**src/rtl/swt16_pkg.sv**
```systemverilog
// Shared definitions for the swt16 core data-memory path.
//   DMEM_AW / DMEM_WW : default data-memory address and word widths.
//   rsp_owner_t       : who receives the read data returned by DMEM one
//                       cycle after a read is issued.
package swt16_pkg;

    localparam int DMEM_AW = 12;
    localparam int DMEM_WW = 16;

    typedef enum logic [1:0] {
        RSP_NONE = 2'd0,
        RSP_PIPE = 2'd1,
        RSP_DBG  = 2'd2
    } rsp_owner_t;

endpackage

```
**src/rtl/dmem_arbiter.sv**
```systemverilog
// dmem_arbiter: shares the single data-memory port between the pipeline
// load/store path and a debug/DMA requester. The pipeline has fixed priority;
// debug is served in cycles where the pipe makes no request.
//
// Optional feature macro: DMEM_ARB_STARVE_GUARD_EN
//   When defined, a starvation counter forces a debug slot (and stalls the
//   pipe for that cycle) after STARVE_LIMIT consecutive busy pipe cycles
//   with debug waiting. When undefined, debug can wait indefinitely and
//   out_pipe_stall is always 0.
//
// Ports:
//   clock, reset                 rising-edge clock, synchronous active-high reset
//   in_pipe_rd_req/wr_req        pipeline load/store this cycle (both = store)
//   in_pipe_addr/wr_word         pipeline address and store data
//   out_pipe_stall               pipe must hold and re-present its request
//   out_pipe_rd_word/rd_valid    load data, cycle after an accepted load
//   in_dbg_req/we/addr/wr_word   debug request, held until out_dbg_gnt
//   out_dbg_gnt                  debug access issued this cycle
//   out_dbg_rd_word/rd_valid     debug read data, cycle after a read grant
//   out_dmem_rd_addr/wr_addr/wr_word/wr_en  DMEM macro port
//   in_dmem_rd_word              DMEM read data, 1 cycle after address
//
// Handshake: the debug side is request/grant. in_dbg_req rises with stable
// we/addr/data and stays high until the cycle out_dbg_gnt is 1; that cycle
// is the access. Read data comes back on out_dbg_rd_valid the next cycle.
module dmem_arbiter
    import swt16_pkg::*;
#(
    parameter int DMEM_ADDR_WIDTH  = DMEM_AW,
    parameter int DMEM_WORD_WIDTH  = DMEM_WW,
    parameter int STARVE_LIMIT     = 8,
    parameter int STARVE_CNT_WIDTH = 4
) (
    input  logic                       clock,
    input  logic                       reset,
    input  logic                       in_pipe_rd_req,
    input  logic                       in_pipe_wr_req,
    input  logic [DMEM_ADDR_WIDTH-1:0] in_pipe_addr,
    input  logic [DMEM_WORD_WIDTH-1:0] in_pipe_wr_word,
    output logic                       out_pipe_stall,
    output logic [DMEM_WORD_WIDTH-1:0] out_pipe_rd_word,
    output logic                       out_pipe_rd_valid,
    input  logic                       in_dbg_req,
    input  logic                       in_dbg_we,
    input  logic [DMEM_ADDR_WIDTH-1:0] in_dbg_addr,
    input  logic [DMEM_WORD_WIDTH-1:0] in_dbg_wr_word,
    output logic                       out_dbg_gnt,
    output logic [DMEM_WORD_WIDTH-1:0] out_dbg_rd_word,
    output logic                       out_dbg_rd_valid,
    output logic [DMEM_ADDR_WIDTH-1:0] out_dmem_rd_addr,
    output logic [DMEM_ADDR_WIDTH-1:0] out_dmem_wr_addr,
    output logic [DMEM_WORD_WIDTH-1:0] out_dmem_wr_word,
    output logic                       out_dmem_wr_en,
    input  logic [DMEM_WORD_WIDTH-1:0] in_dmem_rd_word
);

    // Elaboration-time range check of the starvation limit.
    if (STARVE_LIMIT < 1 || STARVE_LIMIT > (2 ** STARVE_CNT_WIDTH) - 1) begin : g_bad_limit
        $error("dmem_arbiter: STARVE_LIMIT out of range for STARVE_CNT_WIDTH");
    end

    rsp_owner_t rsp_owner;
    rsp_owner_t rsp_owner_next;
    logic       pipe_busy;
    logic       pipe_own;
    logic       dbg_own;
    logic       force_slot;

    assign pipe_busy = in_pipe_rd_req | in_pipe_wr_req;

`ifdef DMEM_ARB_STARVE_GUARD_EN
    localparam logic [STARVE_CNT_WIDTH-1:0] LIMIT_CNT = STARVE_CNT_WIDTH'(STARVE_LIMIT);

    logic [STARVE_CNT_WIDTH-1:0] starve_cnt;

    // Forced slot only while debug is actually waiting behind a busy pipe.
    assign force_slot = in_dbg_req & pipe_busy & (starve_cnt == LIMIT_CNT);

    always_ff @(posedge clock) begin
        if (reset) begin
            starve_cnt <= '0;
        end else if (!in_dbg_req || dbg_own) begin
            starve_cnt <= '0;
        end else if (pipe_busy && starve_cnt != '1) begin
            starve_cnt <= starve_cnt + 1'b1;
        end
    end
`else
    assign force_slot = 1'b0;
`endif

    assign pipe_own = pipe_busy & ~force_slot;
    assign dbg_own  = in_dbg_req & (~pipe_busy | force_slot);

    always_comb begin
        rsp_owner_next    = RSP_NONE;
        out_pipe_stall    = 1'b0;
        out_pipe_rd_word  = '0;
        out_pipe_rd_valid = 1'b0;
        out_dbg_gnt       = 1'b0;
        out_dbg_rd_word   = '0;
        out_dbg_rd_valid  = 1'b0;
        out_dmem_rd_addr  = '0;
        out_dmem_wr_addr  = '0;
        out_dmem_wr_word  = '0;
        out_dmem_wr_en    = 1'b0;

        // Everything is held at 0 during reset, including the response of a
        // read issued just before reset.
        if (!reset) begin
            if (pipe_own) begin
                // A simultaneous load+store is a store; no load data returns.
                if (in_pipe_wr_req) begin
                    out_dmem_wr_addr = in_pipe_addr;
                    out_dmem_wr_word = in_pipe_wr_word;
                    out_dmem_wr_en   = 1'b1;
                end else begin
                    out_dmem_rd_addr = in_pipe_addr;
                    rsp_owner_next   = RSP_PIPE;
                end
            end else if (dbg_own) begin
                out_dbg_gnt = 1'b1;
                if (in_dbg_we) begin
                    out_dmem_wr_addr = in_dbg_addr;
                    out_dmem_wr_word = in_dbg_wr_word;
                    out_dmem_wr_en   = 1'b1;
                end else begin
                    out_dmem_rd_addr = in_dbg_addr;
                    rsp_owner_next   = RSP_DBG;
                end
            end

            out_pipe_stall = force_slot;

            case (rsp_owner)
                RSP_PIPE: begin
                    out_pipe_rd_word  = in_dmem_rd_word;
                    out_pipe_rd_valid = 1'b1;
                end
                RSP_DBG: begin
                    out_dbg_rd_word  = in_dmem_rd_word;
                    out_dbg_rd_valid = 1'b1;
                end
                default: ;
            endcase
        end
    end

    always_ff @(posedge clock) begin
        if (reset) begin
            rsp_owner <= RSP_NONE;
        end else begin
            rsp_owner <= rsp_owner_next;
        end
    end

endmodule

```
**config.mk**
```make
export PLATFORM = sky130hd
export DESIGN_NAME = dmem_arbiter
export DESIGN_NICKNAME = d
export VERILOG_FILES = /design/src/rtl/swt16_pkg.sv /design/src/rtl/dmem_arbiter.sv
export SDC_FILE = /design/constraint.sdc
export NUM_CORES = 1
export LEC_CHECK = 0
export CAP_MARGIN = 20
export CORE_UTILIZATION = 20
export DETAILED_ROUTE_END_ITERATION = 12
export HOLD_SLACK_MARGIN = 0.08
export PLACE_DENSITY_LB_ADDON = 0.05
export SYNTH_ARGS = -nofsm -noshare
export SYNTH_HDL_FRONTEND = slang
export SYNTH_SLANG_ARGS = --single-unit
```
**constraint.sdc**
```tcl
create_clock -name clock -period 1.3 [get_ports clock]
set_input_delay 0.26 -clock clock [delete_from_list [all_inputs] [get_ports clock]]
set_output_delay 0.26 -clock clock [all_outputs]
set_load 0.005 [all_outputs]
```
==> results.toml <==
[worst_setup_path]
arrival_ns = 1.43
critical_path_buf_inv_count = 4
crit_required_ns = 1.04
criticalPathCategory = "flip-flop to output port"
cp_common_cell = "buf_6"
endpoint_kind = "output port"
cp_cell_sequence = "nor3b_4, buf_2, buf_6, buf_6, and2_4, buf_6"
cp_top_family = "buffers and inverters"
crit_path_top_delay_cell = "dfxtp_2"
critPathMaxFanout = 3
cp-start-kind = "flip-flop"
cpPeakStageDelay_ns = 0.34

[timing]
fin_crit_ns = 1.690
rsz0062_at_grt = "true"
finalSetupViolCount = 74
finalHoldViolations = 0
fmaxAchievable_mhz = 591.7
fin_ws_ns = -0.3900
fin_hold_ws_ns = 0.5236
drv_slew = 0
min_period_over_period_pct = 130.0

[clocking]
numCtsBuffers = 3
htreeDepth = 1
cts_max_path_buffers = 2
cts_hold_buf = 0
cts_tree = "done"
clk_pin_slew_ns = 0.03
cts_sinks = 2
clock-root-buffer = "clkbuf_8"

[logic_synthesis]
syn_inst = 102
syn_area_um2 = 818.3
ys_seq_area_share_pct = 4.893
yosys.area.top_type = "a32o_1"
synth_area_per_cell_um2 = 8.022
ys_ff_latch = 2
synth_fp_nets = 180
ys_top_cells_by_area = "a32o_1 48%, and2_1 25%, buf_2 6.1%, dfxtp_1 4.9%, nor3b_2 3.1%"
synth.distinct_cells = 17
netlist.area_leader.share_pct = 47.71
ys_warn_count = 0

[floorplanning]
design.die.area_um2 = 4351
start_util_pct = 21.54
io-pin-count = 155
chipHeight_um = 65.97
core_area_um2 = 3799
die_width_um = 65.97
placementRows = 22

[global_routing]
grt_max_degree = 29
grt_usage_pct = 22.66
grt_pass1_wl_um = 7721
grt_pass1_vias = 1681
grt_overflow = 0
antenna_found_initial = 0

[finish]
final_cell_mix = "70 x clkdlybuf4s50_1, 55 x buf_6, 51 x buf_2"
layout_commonest_cell = "clkdlybuf4s50_1"
postLayoutCellArea_um2 = 2868
reg_top3 = "rsp_owner (2)"
n_antenna_cell = 0
largest_reg_flops = 2
stdcell_count = 343
regMostFlops = "rsp_owner"
area_growth_pct = 250.5
drive_gt1_share_pct = 58.64
final_nets = 375
utilization_pct = 75.49

[power_and_ir_drop]
power_switching_mw = 0.2501
power.share.sequential_pct = 7.3
leakage_nw = 1.368
power_density_nw_per_um2 = 316.8
p_sw_share_pct = 27.53
p_int_mw = 0.6583
pwr-share-comb_pct = 66.1
clockPowerShare_pct = 26.6
peakVddDrop_mv = 0.1742

[place]
place.gp.congestion = 0.7260
placed_area_um2 = 2485
dp_cells = 304
dp_hpwl_um = 3316
post-place-ws_ns = -1.043
place.port_buffers = 153

[min_path]
whs_path_depth = 4
min_from = "in_pipe_wr_req"
holdPathEnd = "rsp_owner[0]"
min-delay-path-class = "primary input to flip-flop"

[detailed_routing]
vias = 1739
via_per_inst = 5.070
wl_um = 5962
drt_iter0_drc = 30
first_pass_iters = 4
ant_nets = 0
drc = 0
wire_per_inst_um = 17.38

[outcome]
violations = "setup timing"
status = "finished with violations"

[run]
max_cap_violations = 0
stage by stage:
| step | TNS [ns] | total power, mW |
|---|---|---|
| CTS | -18.78 | 0.8951 |
| finish | -19.81 | 0.9084 |
| global route | -23.99 | 0.9667 |
| floorplan | 0 | 0.1943 |
| detailed placement | -71.28 | 0.6277 |
| global placement | -68.22 | 0.6173 |
worst min-delay path, delay by kind of cell:
family / cells / cell delay, ns
buffers and inverters: 3 / 0.36
AND/OR/NAND/NOR: 1 / 0.05
timing repair:
item                       CTS  global route
buffers inserted            27             6
cloned                       7             2
pin swaps                   48            20
setup endpoints to repair   77            76
gates resized for setup    382            44
worst max-delay path by stage:
stage | startpoint | to | slack [ns] | depth (start not counted)
floorplan | in_dbg_we | out_dmem_wr_addr[10] | 0.02 | 3
global placement | in_pipe_wr_req | out_dmem_wr_word[6] | -0.97 | 5
detailed placement | in_pipe_wr_req | out_dmem_wr_word[11] | -1.04 | 5
CTS | in_pipe_wr_req | out_dmem_wr_word[5] | -0.35 | 8
global route | rsp_owner[1] | out_dbg_rd_word[9] | -0.44 | 6
finish | rsp_owner[1] | out_dbg_rd_word[9] | -0.39 | 6
synth_stat cells (all sizes together):
| library cell | n |
|---|---|
| a32o | 39 |
| and2 | 33 |
| buf | 11 |
| clkbuf | 4 |
| nor3b | 3 |
| dfxtp | 2 |
| inv | 2 |
| a211oi | 1 |
| a21oi | 1 |
| conb | 1 |
| nand2 | 1 |
| nand3b | 1 |
| nand4bb | 1 |
| nor2b | 1 |
| nor4b | 1 |
power by group through the flow:
stage	clock (mW)	combinational, mW	sequential [mW]
after floorplan	0	0.129	0.0652
after global placement	0	0.552	0.0653
after detailed placement	0	0.562	0.0655
after CTS	0.250	0.579	0.0659
after global routing	0.265	0.635	0.0663
final	0.242	0.601	0.0661
per-layer routing:
metal / global-route usage (%) / share of wire (%) / up-vias
met1: 23.22 / 36 / 818
met5: 0 / 0 / -
li1: - / - / 808
met2: 46.94 / 56 / 109
met4: 5.319 / 0.64 / 0
met3: 2.931 / 7.3 / 4
kinds of logic after synthesis:
group	synth area share, %
DFF	4.893
other	0.4583
buffers and inverters	9.786
and+or+nand+nor	35.63
AOI/OAI and AO/OA	49.23
cell type report:
type / instances / area [µm²]
repair buffers: 205 / 1916
fillers: 250 / 930.9
multi-input cells: 83 / 800.8
well taps: 48 / 60.06
flip-flops and latches: 2 / 42.54
clock buffers: 3 / 41.29
inverters: 2 / 7.507
Note: power is estimated with default switching activity, not from simulation.
